===== src/rtl/down_counter_timer.sv =====
// ---------------------------------------------------------------------------
// down_counter_timer
//
// Loadable synchronous down-counter/timer. A count is loaded, started, and
// then decremented on every clock edge where T=1 until it reaches zero. The
// edge that takes the count from 1 to 0 is the terminal edge. In the cycle
// after a terminal edge, done is high for exactly one clock.
//
// Optional feature (compile-time macro DOWNCNT_AUTORELOAD_EN):
//   defined   - On the terminal edge the count reloads from the value last
//               loaded, and the timer keeps running. It stops only on stop,
//               load or reset. A reload value of zero drops the timer back
//               to IDLE, so it cannot sit in a zero-length run.
//   undefined - There is no reload register. The terminal edge always
//               returns the timer to IDLE with out=0.
//
// Ports:
//   clk       in   1      rising-edge clock
//   reset     in   1      synchronous, active-low reset
//   load      in   1      out <= load_val, abort any run (highest after reset)
//   load_val  in   WIDTH  value captured on load
//   start     in   1      begin counting from the current out (IDLE only)
//   stop      in   1      halt a run; out holds
//   T         in   1      count enable
//   out       out  WIDTH  current count
//   busy      out  1      high while running
//   done      out  1      one-cycle terminal-count pulse
// ---------------------------------------------------------------------------
module down_counter_timer #(
  parameter int WIDTH = 8
) (
  input  logic             clk,
  input  logic             reset,
  input  logic             load,
  input  logic [WIDTH-1:0] load_val,
  input  logic             start,
  input  logic             stop,
  input  logic             T,
  output logic [WIDTH-1:0] out,
  output logic             busy,
  output logic             done
);

  localparam logic [0:0] ST_IDLE = 1'b0;
  localparam logic [0:0] ST_RUN  = 1'b1;

  localparam logic [WIDTH-1:0] CNT_ZERO = '0;
  localparam logic [WIDTH-1:0] CNT_ONE  = {{(WIDTH-1){1'b0}}, 1'b1};

  logic [0:0]       state_q, state_d;
  logic [WIDTH-1:0] out_q, out_d;
  logic             done_q, done_d;

`ifdef DOWNCNT_AUTORELOAD_EN
  logic [WIDTH-1:0] reload_q, reload_d;
`endif

  always_comb begin
    state_d = state_q;
    out_d   = out_q;
    done_d  = 1'b0;
`ifdef DOWNCNT_AUTORELOAD_EN
    reload_d = reload_q;
`endif

    if (load) begin
      // A load aborts everything, including a coincident terminal edge.
      out_d   = load_val;
      state_d = ST_IDLE;
`ifdef DOWNCNT_AUTORELOAD_EN
      reload_d = load_val;
`endif
    end else if (stop) begin
      // A stop also masks a start in the same cycle. In IDLE it changes nothing.
      state_d = ST_IDLE;
    end else if (start && (state_q == ST_IDLE)) begin
      if (out_q == CNT_ZERO) begin
        // A zero-length timer fires immediately and never enters RUN.
        done_d = 1'b1;
      end else begin
        state_d = ST_RUN;
      end
    end else if ((state_q == ST_RUN) && T) begin
      // A start while in RUN lands here and is ignored; counting continues.
      if (out_q > CNT_ONE) begin
        out_d = out_q - CNT_ONE;
      end else begin
        // Terminal edge. Also treat a zero count as terminal, so the counter
        // can never wrap below zero.
        done_d = 1'b1;
`ifdef DOWNCNT_AUTORELOAD_EN
        if (reload_q != CNT_ZERO) begin
          out_d   = reload_q;
          state_d = ST_RUN;
        end else begin
          out_d   = CNT_ZERO;
          state_d = ST_IDLE;
        end
`else
        out_d   = CNT_ZERO;
        state_d = ST_IDLE;
`endif
      end
    end
  end

  always_ff @(posedge clk) begin
    if (!reset) begin
      state_q <= ST_IDLE;
      out_q   <= CNT_ZERO;
      done_q  <= 1'b0;
`ifdef DOWNCNT_AUTORELOAD_EN
      reload_q <= CNT_ZERO;
`endif
    end else begin
      state_q <= state_d;
      out_q   <= out_d;
      done_q  <= done_d;
`ifdef DOWNCNT_AUTORELOAD_EN
      reload_q <= reload_d;
`endif
    end
  end

  assign out  = out_q;
  assign busy = (state_q == ST_RUN);
  assign done = done_q;

endmodule


===== config.mk =====
export PLATFORM = sky130hd
export DESIGN_NAME = down_counter_timer
export DESIGN_NICKNAME = d
export VERILOG_FILES = /design/src/rtl/down_counter_timer.sv
export SDC_FILE = /design/constraint.sdc
export NUM_CORES = 1
export LEC_CHECK = 0
export BUFFER_PORTS_ARGS = -buffer_cell sky130_fd_sc_hd__buf_2
export CAP_MARGIN = 20
export CORE_UTILIZATION = 39
export CTS_CLUSTER_DIAMETER = 150
export DETAILED_ROUTE_END_ITERATION = 16
export HOLD_SLACK_MARGIN = 0.15
export PLACE_DENSITY = 0.76
export SLEW_MARGIN = 20
export SYNTH_ARGS = -nofsm -noshare
export SYNTH_HDL_FRONTEND = slang
export SYNTH_SLANG_ARGS = --single-unit

===== constraint.sdc =====
create_clock -name clk -period 2.4 [get_ports clk]
set_clock_uncertainty 0.15 [all_clocks]
set_input_delay 0.24 -clock clk [delete_from_list [all_inputs] [get_ports clk]]
set_output_delay 0.24 -clock clk [all_outputs]
set_load 0.01 [all_outputs]

Yosys cells after proc, flatten, opt, wreduce, memory -nomap -nowiden --
Cells that the tools add are included.
Storage, ports and cells: flip-flop bits (word level) 10, bits of input ports 14, output and inout bits 10, word-level logic and storage cells 32
Cells by class: $add $sub $neg 1, order comparisons 1, equal/unequal tests 4, multiplexer cells 13, bitwise gates (word level) 2, reduce and logical (&&, ||, !) cells 8
Operators with widths (count):
- $mux 8 | 5
- $gt 8x1->1 const B | 1
- $logic_not 8->1 | 1
- $mux 1 | 8
- $ne 2x2->1 const B | 4
- $sub 8x1->8 const B | 1
- $reduce_and 3->1 | 2
- $reduce_bool 2->1 | 2
- $reduce_or 3->1 | 1
- $logic_and 1x1->1 | 2
- $not 1->1 | 2

Depth between registers and ports, before layout --
Gate-level depths: netlist (run 1).
word-level depth 6, gate-level depth with buffers 5, depth with buffers taken out 5

Worst setup path after synthesis (run 1) --
Ideal clock, no wire load.
path type reg-to-reg, start point register out_q[0] (netlist: out[0]), end point register out_q[4] (netlist: out[4]), setup time 0.074 ns, data arrival time 1.535 ns, slack 0.641 ns, cell stages (with the launch flop) 6, buffers on the path 0, period minus slack after synthesis 1.759 ns, cell sequence dfxtp_1 -> inv_1 -> ha_1 -> o211a_4 -> or3b_1 -> a31oi_1
On the way: word-level cells in the longest chain between the ends 6, elaborated cells between the ends (all ways) 7
RTL lines:
- from (decl) | line 51 | logic [WIDTH-1:0] out_q, out_d;
- from (signal assigned) | line 117 | out_q <= out_d;
- $sub 8x1->8 or $gt 8x1->1 (tied branches) | line 86, 85
- $mux 8 * | line 85 | if (out_q > CNT_ONE) begin
- $mux 8 * | line 83 | end else if ((state_q == ST_RUN) && T) begin
- $mux 8 * | line 76 | end else if (start && (state_q == ST_IDLE)) begin
- $mux 8 * | line 73 | end else if (stop) begin
- $mux 8 * | line 66 | if (load) begin
Every way passes the cells marked *; elsewhere a longest branch is shown, timed or not. The select of a mux whose other input is x is not followed. A chain may end at the register's enable or synchronous reset.

Worst setup path after layout (run 1) --
start point register out_q[2] (netlist: out[2]), end point register out_q[1] (netlist: out[1])
On the way: word-level cells in the longest chain between the ends 6
RTL lines (line):
- $gt 8x1->1 | 85
- $mux 8 | 85
- $mux 8 | 83
- $mux 8 | 76
- $mux 8 | 73
- $mux 8 | 66
Every way passes these cells. The select of a mux whose other input is x is not followed.

==> reports/qor.txt, run 1 <==
Outcome - completed
Total CTS buffers - 3
Mapped Avg Cell Area - 8.39 sq um
Worst min-delay path class - in2reg
P_int - 0.000325 W
Global-route wire length before repair - 2.92 mm
Layout fillers - 152
Period minus WS final - 2160 ps
Netlist cell types - 32
Leakage - 0.410 nW
Crit. End Element - register
IO buf count - 23
Hold Crit Depth - 3
Global Route Usage Sum - 21.3%
Row count - 14
Largest area contributor in the netlist - dfxtp_1
Flop pwr share - 40.9%
Nets - 132
Crit Path Max Fanout - 7
Sequential cell area - 200 sq um
Most numerous cell in the Yosys netlist - dfxtp_1
Hold WS - 174 ps
MaxCap Viol Count - 0
Post-Route WL - 1.76 mm
Root Buffer - clkbuf_4
Top Ports - 24
Top post-synthesis cells by area - dfxtp_1, ha_1, o21ai_0, nand2_1, a21oi_1
Async SR Flop Fraction - 0%
Post-synth top area share - 30.6%
CTS tree - yes
Post-Syn Area - 654 sq um
Htree depth - 1
Mapped Nets - 95
Initial cell density of the core - 42.5%
Vias per cell - 5.55
CTS sink cnt - 10
Later-pin clock latency in the skew report - 280 ps
Sequential element share of the synthesized area - 30.6%
Routed len/inst - 13.6 um
CTS max path bufs - 2
Largest net degree at the start of global routing - 12
Sw Ratio - 30.0%
Ant. Diodes - 0
# setup viols final - 0
Starting DRT DRC Count - 8
Grt total ovfl - 0
Synth warnings - 0
Post-DRT Antenna Nets - 0
Final Hold Violating Endpoints - 0
Unrepaired setup endpoints after global routing - no
Setup repair bufs after CTS - 0
Share of cells above drive strength 1 - 29.8%
Total core area - 1540 sq um
Critical Path Start Type - register
Synth top cells by count - dfxtp_1, nand2_1, o21ai_0
Gpl congestion - 0.901
Remaining DRCs - 0
Initial antenna violation count - 0
Worst slew margin - 71.4%
Total Die Area - 1850 sq um
PD cells - 501 nW/um^2
Top FF cell, synth - dfxtp_1
Reg clk slew, reported paths - 70 ps
Post-route setup TNS - 0 ps
CP arrival - 2180 ps
P&R area growth vs syn - 41.7%
Kind of critical path - reg2reg
Worst Path Required - 2420 ps
Fin. max-slew vios - 0
DIE WIDTH - 43.0 um
Router iterations before antenna repair - 4
Yosys reg bits - 10
Logic gate share of total power - 24.8%
Period utilization - 90.1%
Max VDD drop - 0.269 mV
Worst-case reg-to-reg path depth - 5
Clock power frac - 34.4%
Worst slew pin tran - 426 ps
Net switching power - 0.000140 W
Total vias in the final route - 721
Vias in the first global route - 674
Mapped Cells - 78
Die Ht - 43.0 um
Peak Freq - 462 MHz
Multi-input logic area - 430 sq um
DP Wirelength - 1.20 mm
Number of flops mapped to enable cells by yosys - 0
[critical path, cell delays in order (launching register included)]
cell	delay (ps)
dfxtp_1	400
nor4_4	490
o211a_4	270
nor4_1	50
o21a_1	160
dlygate4sd3_1	540
[state kept, by name, indices dropped and copies added (netlist names)]
register	cells
done	1
out	8
busy	1
[through the flow]
step	area, sq um	power, W	setup WS (ps)	std cells	util, %
final	927	0.000465	238	130	60.1
after global routing	927	0.000488	100	130	60.1
after CTS	927	0.000465	233	130	60.1
after detailed placement	781	0.000292	606	115	50.6
after global placement	781	0.000290	655	115	50.6
after floorplan	654	0.000259	641	78	-
[cell families (layout without fill, tap and decap cells)]
group / after synthesis / count (layout) / share of synthesized area [%]
xor+xnor: 3 / 3 / 4.02
compound gates: 23 / 23 / 24.5
flops: 10 / 10 / 30.6
simple gates: 33 / 33 / 31.5
buf+inv: 6 / 42 / 3.63
fa+ha+maj: 3 / 3 / 5.74
[cell usage in the layout (no fill, tap or decap)]
master	count
buf_2	23
dlygate4sd3_1	11
dfxtp_1	10
nand2_1	9
o21ai_0	7
a21oi_1	6
inv_1	4
nor2_1	4
nand3_1	3
nor4_1	3
ha_1	3
clkbuf_4	3
or3_1	2
o211ai_1	2
xor2_1	2
and2_1	2
a31o_2	2
nand3b_1	2
nand3b_4	1
nor4_4	1
o211a_4	1
nand2b_1	1
nor3_1	1
nand4_1	1
o311ai_0	1
nand4b_1	1
or3b_1	1
a31oi_1	1
and3_2	1
a2111oi_2	1
xnor2_1	1
o31ai_1	1
o21a_1	1
clkbuf_8	1
[final cells by class]
class                      instances  area share (%)
sequential                        10            21.6
multi-input combinational         62            46.4
tap                               16            2.16
clock buffer                       4            3.91
inverter                           4            1.62
timing repair buffer              34            24.3
[routing by layer]
layer	share of wire, %	vias up	GRT usage, %
li1	-	358	-
met1	45	321	26.5
met2	46	33	34.8
met3	5.4	9	2.55
met4	3.5	0	12.7
met5	0	-	0
[worst paths after layout]
| path | from | slack [ps] | to |
|---|---|---|---|
| max | out[2] | 240 | out[1] |
| min | load | 170 | out[3] |
| max reg2reg | out[2] | 240 | out[1] |
| min reg2reg | out[5] | 420 | out[5] |
[power by group through the flow]
stage               sequential, W  combinational (W)  clock [W]
finish                   0.000190           0.000115   0.000160
global route             0.000191           0.000128   0.000169
global placement         0.000192          0.0000979          0
detailed placement       0.000194          0.0000989          0
CTS                      0.000190           0.000114   0.000161
floorplan                0.000196          0.0000629          0
[timing repair]
action / CTS / global route
hold buffers: 11 / 0
resized for setup: 0 / 0
hold endpoints to repair: 8 / 0
Power figures use the tool's default switching activity.
==> inputs of run 2 (changes only) <==
--- a/config.mk
+++ b/config.mk
@@ -6,12 +6,12 @@
 export NUM_CORES = 1
 export LEC_CHECK = 0
 export BUFFER_PORTS_ARGS = -buffer_cell sky130_fd_sc_hd__buf_2
-export CAP_MARGIN = 20
-export CORE_UTILIZATION = 39
+export CAP_MARGIN = 40
+export CORE_UTILIZATION = 47
 export CTS_CLUSTER_DIAMETER = 150
 export DETAILED_ROUTE_END_ITERATION = 16
 export HOLD_SLACK_MARGIN = 0.15
-export PLACE_DENSITY = 0.76
+export PLACE_DENSITY = 0.88
 export SLEW_MARGIN = 20
 export SYNTH_ARGS = -nofsm -noshare
 export SYNTH_HDL_FRONTEND = slang
==> reports/qor.txt, run 2 (same netlist as run 1, synthesis figures left out) <==
Leading cell type in the layout, fill and taps excluded - buf_2
Max reg flops - 8 (unchanged)
DIE WIDTH - 39.3 um (-8.5%)
DR WL met2 - 901 um (+9.9%)
Period minus WS final - 2180 ps (+18.3 ps)
Max VDD drop - 0.332 mV (+23%)
Largest net degree at the start of global routing - 12 (unchanged)
Layout fillers - 103 (-32%)
Vias per cell - 5.76 (+3.9%)
Flop pwr share - 40.6% (-0.3 points)
Starting DRT DRC Count - 15 (+7)
Met1 wire length - 760 um (-3.2%)
# setup viols final - 0 (unchanged)
Final Hold Violating Endpoints - 0 (unchanged)
Worst-case reg-to-reg path depth - 6 (+1)
Post-DRT Antenna Nets - 0 (unchanged)
Crit. End Element - register
Fin worst setup slack - 219 ps (-18.3 ps)
Most frequent cells in the layout - buf_2, dlygate4sd3_1, dfxtp_1
CTS sink cnt - 10 (unchanged)
Htree depth - 1 (unchanged)
Total Die Area - 1550 sq um (-16%)
Most flops, register - out
Kind of critical path - reg2reg
Top Ports - 24 (unchanged)
Reg clk slew, reported paths - 70 ps (about the same)
P&R area growth vs syn - 44.6%
Grt total ovfl - 0 (unchanged)
Gpl congestion - 0.880 (-2.2%)
Global Route Usage Sum - 27.5% (+6.2 points)
Final instance area - 946 sq um (+2.0%)
CTS max path bufs - 2 (unchanged)
Dpl ws - 564 ps (-42.4 ps)
Worst slew pin tran - 426 ps (+0.0492 ps)
Later-pin clock latency in the skew report - 280 ps (about the same)
CTS tree - yes
Post-Route WL - 1.80 mm (+2.2%)
Leakage - 0.420 nW (+2.5%)
Share of cells above drive strength 1 - 29.3% (-0.51 points)
Router iterations before antenna repair - 4 (unchanged)
Vias in the first global route - 627 (-7.0%)
Total vias in the final route - 755 (+4.7%)
Outcome - completed
Fin. max-slew vios - 0 (unchanged)
Unrepaired setup endpoints after global routing - no
Post-route setup TNS - 0 ps (unchanged)
Total CTS buffers - 3 (unchanged)
CP arrival - 2250 ps (+70 ps)
Reg2reg start - out[0]
Clock power frac - 34.2% (-0.2 points)
Peak Freq - 459 MHz (-0.84%)
Placed cell area - 779 sq um (-0.16%)
Initial antenna violation count - 0 (unchanged)
Worst Path Required - 2470 ps (+50 ps)
Top sig layer - met4
Die Ht - 39.3 um (-8.5%)
IO buf count - 23 (unchanged)
Routed len/inst - 13.8 um (+1.4%)
MaxCap Viol Count - 0 (unchanged)
Global-route wire length before repair - 2.79 mm (-4.2%)
Total core area - 1300 sq um (-16%)
Crit Path Max Fanout - 7 (unchanged)
Crit. Startpoint - out[0]
Period utilization - 90.9% (+0.76 points)
Logic gate share of total power - 25.2% (+0.4 points)
Critical Path Start Type - register
DP Wirelength - 1.15 mm (-4.3%)
Row count - 13 (-1)
Nets - 134 (+1.5%)
Setup repair bufs after CTS - 0 (unchanged)
Net switching power - 0.000140 W (+0.23%)
Worst setup endpoint - out[1]
P_int - 0.000327 W (+0.48%)
Worst flop-to-flop path endpoint - out[1]
Remaining DRCs - 0 (unchanged)
Initial cell density of the core - 50.3% (+7.8 points)
PD cells - 494 nW/um^2 (-1.6%)
Worst slew margin - 71.4% (about the same)
Flop2flop setup slack - 220 ps (-20 ps)
Sw Ratio - 30.0% (-0.051 points)
Ant. Diodes - 0 (unchanged)
Met3 WL - 114 um (+19%)
Root Buffer - clkbuf_4
Worst min-delay path class - in2reg
## run 2: cell types whose count changed in the layout (fill, tap and decap cells not counted)
cell and delta:
dlygate4sd3_1 +2
## run 2: metal layers
layer	vias up	GRT usage, %
met3	5	8.52
met4	0	12.1
met5	-	0
li1	370	-
met2	30	42.1
met1	350	35.1
## run 2: metrics by stage
step                      util, %  total power, W  hold WS [ps]  instances
final                        72.7        0.000467           192        131
after detailed placement     59.9        0.000292           314        114
after global routing         72.7        0.000492           205        131
after floorplan                 -        0.000259           166         78
after CTS                    72.7        0.000466           188        131
after global placement       59.9        0.000289           313        114
## run 2: what timing repair did
| item | in CTS | in global routing |
|---|---|---|
| hold endpoints to repair | 8 | 0 |
| hold buffers | 13 | 0 |
| gates resized for setup | 0 | 0 |
## run 2: critical path: stages (launching register included)
cell	delay [ps]
dfxtp_1	450
inv_1	100
ha_1	280
o211a_4	270
nor4_1	190
o21a_1	140
dlygate4sd3_1	540
## run 2: worst min-delay path by stage
stage                     slack, ps  endpoint  depth (start not counted)  startpoint
after CTS                       190    out[3]                          3        load
after global routing            200    out[3]                          3        load
final                           190    out[3]                          3        load
after global placement          310      done                          2        stop
after detailed placement        310      done                          2        stop
after floorplan                 170      busy                          1        stop
## run 2: power groups by stage
stage | registers, W | logic [W] | clock network [W]
global route | 0.000191 | 0.000129 | 0.000172
floorplan | 0.000196 | 0.0000629 | 0
CTS | 0.000189 | 0.000116 | 0.000161
global placement | 0.000192 | 0.0000967 | 0
detailed placement | 0.000193 | 0.0000990 | 0
finish | 0.000190 | 0.000118 | 0.000160
## run 2: cell type report
type / count / area, sq um / share of cell area (%)
Timing Repair Buffer: 36 / 245 / 25.9
Sequential cell: 10 / 200 / 21.2
Multi-Input combinational cell: 62 / 430 / 45.5
Clock buffer: 4 / 36.3 / 3.84
Tap cell: 15 / 18.8 / 1.98
Inverter: 4 / 15.0 / 1.59
==> inputs of run 3 (changes only) <==
--- a/config.mk
+++ b/config.mk
@@ -5,13 +5,14 @@
 export SDC_FILE = /design/constraint.sdc
 export NUM_CORES = 1
 export LEC_CHECK = 0
+export ABC_CLOCK_PERIOD_IN_PS = 1830
 export BUFFER_PORTS_ARGS = -buffer_cell sky130_fd_sc_hd__buf_2
 export CAP_MARGIN = 40
-export CORE_UTILIZATION = 47
+export CORE_UTILIZATION = 42
 export CTS_CLUSTER_DIAMETER = 150
 export DETAILED_ROUTE_END_ITERATION = 16
 export HOLD_SLACK_MARGIN = 0.15
-export PLACE_DENSITY = 0.88
+export PLACE_DENSITY = 0.83
 export SLEW_MARGIN = 20
 export SYNTH_ARGS = -nofsm -noshare
 export SYNTH_HDL_FRONTEND = slang
==> constraint.sdc (replaced) <==
create_clock -name clk -period 1.83 [get_ports clk]
set_clock_uncertainty 0.15 [all_clocks]
set_input_delay 0.183 -clock clk [delete_from_list [all_inputs] [get_ports clk]]
set_output_delay 0.183 -clock clk [all_outputs]
set_load 0.01 [all_outputs]
==> reports/qor.txt, run 3 (same netlist as run 1, synthesis figures left out) <==
Fin worst setup slack - 75.3 ps (-144 ps)
Crit. End Element - register
Gpl congestion - 0.804 (-8.7%)
Worst-case reg-to-reg path depth - 5 (-1)
Crit Path Max Fanout - 6 (-1)
Worst Path Required - 1880 ps (-590 ps)
Kind of critical path - reg2reg
P_int - 0.000394 W (+21%)
Met3 WL - 86 um (-25%)
Vias per cell - 5.66 (-1.7%)
CTS max path bufs - 2 (unchanged)
Fin. max-slew vios - 0 (unchanged)
Remaining DRCs - 0 (unchanged)
Net switching power - 0.000183 W (+31%)
# setup viols final - 0 (unchanged)
Top Ports - 24 (unchanged)
Vias in the first global route - 713 (+14%)
Die Ht - 41.5 um (+5.5%)
Reg2reg start - out[1]
Total CTS buffers - 3 (unchanged)
DR WL met2 - 883 um (-2.0%)
Largest net degree at the start of global routing - 12 (unchanged)
Worst setup endpoint - out[4]
Fin cells - 134 (+2.3%)
Max VDD drop - 0.276 mV (-17%)
IO buf count - 23 (unchanged)
Dpl ws - 41.9 ps (-522 ps)
Ant. Diodes - 0 (unchanged)
Critical Path Start Type - register
CTS sink cnt - 10 (unchanged)
Period minus WS final - 1750 ps (-426 ps)
Peak Freq - 570 MHz (+24%)
Most flops, register - out
Logic gate share of total power - 29.0% (+3.8 points)
Worst flop-to-flop path endpoint - out[4]
Top sig layer - met4
Total vias in the final route - 759 (+0.53%)
Post-route setup TNS - 0 ps (unchanged)
PD cells - 595 nW/um^2 (+21%)
Row count - 13 (unchanged)
Post-Route WL - 1.78 mm (-1.1%)
Most frequent cells in the layout - buf_2, dlygate4sd3_1, nand2_1
Global-route wire length before repair - 3.04 mm (+8.9%)
Grt total ovfl - 0 (unchanged)
CTS tree - yes
Outcome - completed
DIE WIDTH - 41.5 um (+5.5%)
Met1 wire length - 770 um (+1.3%)
Router iterations before antenna repair - 4 (unchanged)
Final Hold Violating Endpoints - 0 (unchanged)
Total core area - 1370 sq um (+5.0%)
Initial cell density of the core - 47.9% (-2.4 points)
Starting DRT DRC Count - 22 (+7)
Nets - 138 (+3.0%)
Clock power frac - 28.0% (-6.2 points)
Leading cell type in the layout, fill and taps excluded - buf_2
Initial antenna violation count - 0 (unchanged)
Flop pwr share - 42.9% (+2.3 points)
Htree depth - 1 (unchanged)
Leakage - 0.423 nW (+0.72%)
Period utilization - 95.9% (+5.0 points)
Routed len/inst - 13.3 um (-3.3%)
Total Die Area - 1720 sq um (+11%)
Flop2flop setup slack - 80 ps (-140 ps)
Worst min-delay path class - in2reg
MaxCap Viol Count - 0 (unchanged)
CP arrival - 1800 ps (-450 ps)
Share of cells above drive strength 1 - 32.8% (+3.5 points)
Global Route Usage Sum - 22.8% (-4.7 points)
Reg clk slew, reported paths - 70 ps (about the same)
Worst slew margin - 73.8% (+2.5 points)
Max reg flops - 8 (unchanged)
Worst slew pin tran - 390 ps (-36.5 ps)
Later-pin clock latency in the skew report - 270 ps (about the same)
Root Buffer - clkbuf_4
P&R area growth vs syn - 48.2%
Post-DRT Antenna Nets - 0 (unchanged)
# placed instances - 117 (+2.6%)
Final Util - 71.0% (-1.7 points)
Sw Ratio - 31.7% (+1.7 points)
Unrepaired setup endpoints after global routing - no
DP Wirelength - 1.22 mm (+5.5%)
Crit. Startpoint - out[1]
run 3: final cells by class:
| type | instances | area (sq um) |
|---|---|---|
| flip-flops and latches | 10 | 203 |
| well taps | 15 | 18.8 |
| inverters | 4 | 15.0 |
| repair buffers | 40 | 278 |
| multi-input cells | 62 | 433 |
| fillers | 111 | 397 |
| clock buffers | 3 | 22.5 |
run 3: power by group through the flow:
| stage | logic [W] | clock network, W | registers, W |
|---|---|---|---|
| 2_1_floorplan | 0.0000825 | 0 | 0.000257 |
| 4_1_cts | 0.000166 | 0.000162 | 0.000247 |
| 5_1_grt | 0.000185 | 0.000173 | 0.000249 |
| 3_3_place_gp | 0.000138 | 0 | 0.000250 |
| 6_report | 0.000167 | 0.000162 | 0.000248 |
| 3_5_place_dp | 0.000142 | 0 | 0.000252 |
run 3: worst min-delay path by stage:
stage / to / depth (start not counted) / start
2_1_floorplan: busy / 1 / stop
3_3_place_gp: busy / 2 / stop
3_5_place_dp: busy / 2 / stop
6_report: out[0] / 3 / load
4_1_cts: out[7] / 5 / load_val[7]
5_1_grt: out[6] / 5 / load_val[6]
run 3: critical path, cell delays in order (launching register included):
cell and delay, ps:
dfxtp_2 360, inv_1 80, ha_1 230, o211a_4 290, or3b_1 390, a31oi_1 180
run 3: repair_timing:
| item | in CTS | in global routing |
|---|---|---|
| resized for setup | 0 | 3 |
| setup buffers | 0 | 0 |
| endpoints found under the hold margin | 10 | 0 |
| endpoints found under the setup margin | 0 | 3 |
| hold buffers | 14 | 0 |
run 3: per-stage QoR:
step | instance area (sq um) | hold slack, ps | total power, W
4_1_cts | 965 | 160 | 0.000574
3_3_place_gp | 802 | 259 | 0.000389
3_5_place_dp | 802 | 259 | 0.000394
2_1_floorplan | 654 | 109 | 0.000339
6_report | 970 | 156 | 0.000577
5_1_grt | 970 | 196 | 0.000607
run 3: routing by layer:
layer  global-route usage (%)  vias to the layer above
met5                        0                        -
met4                     10.3                        0
met3                     4.78                        5
met2                     39.4                       32
met1                     26.8                      349
li1                         -                      373
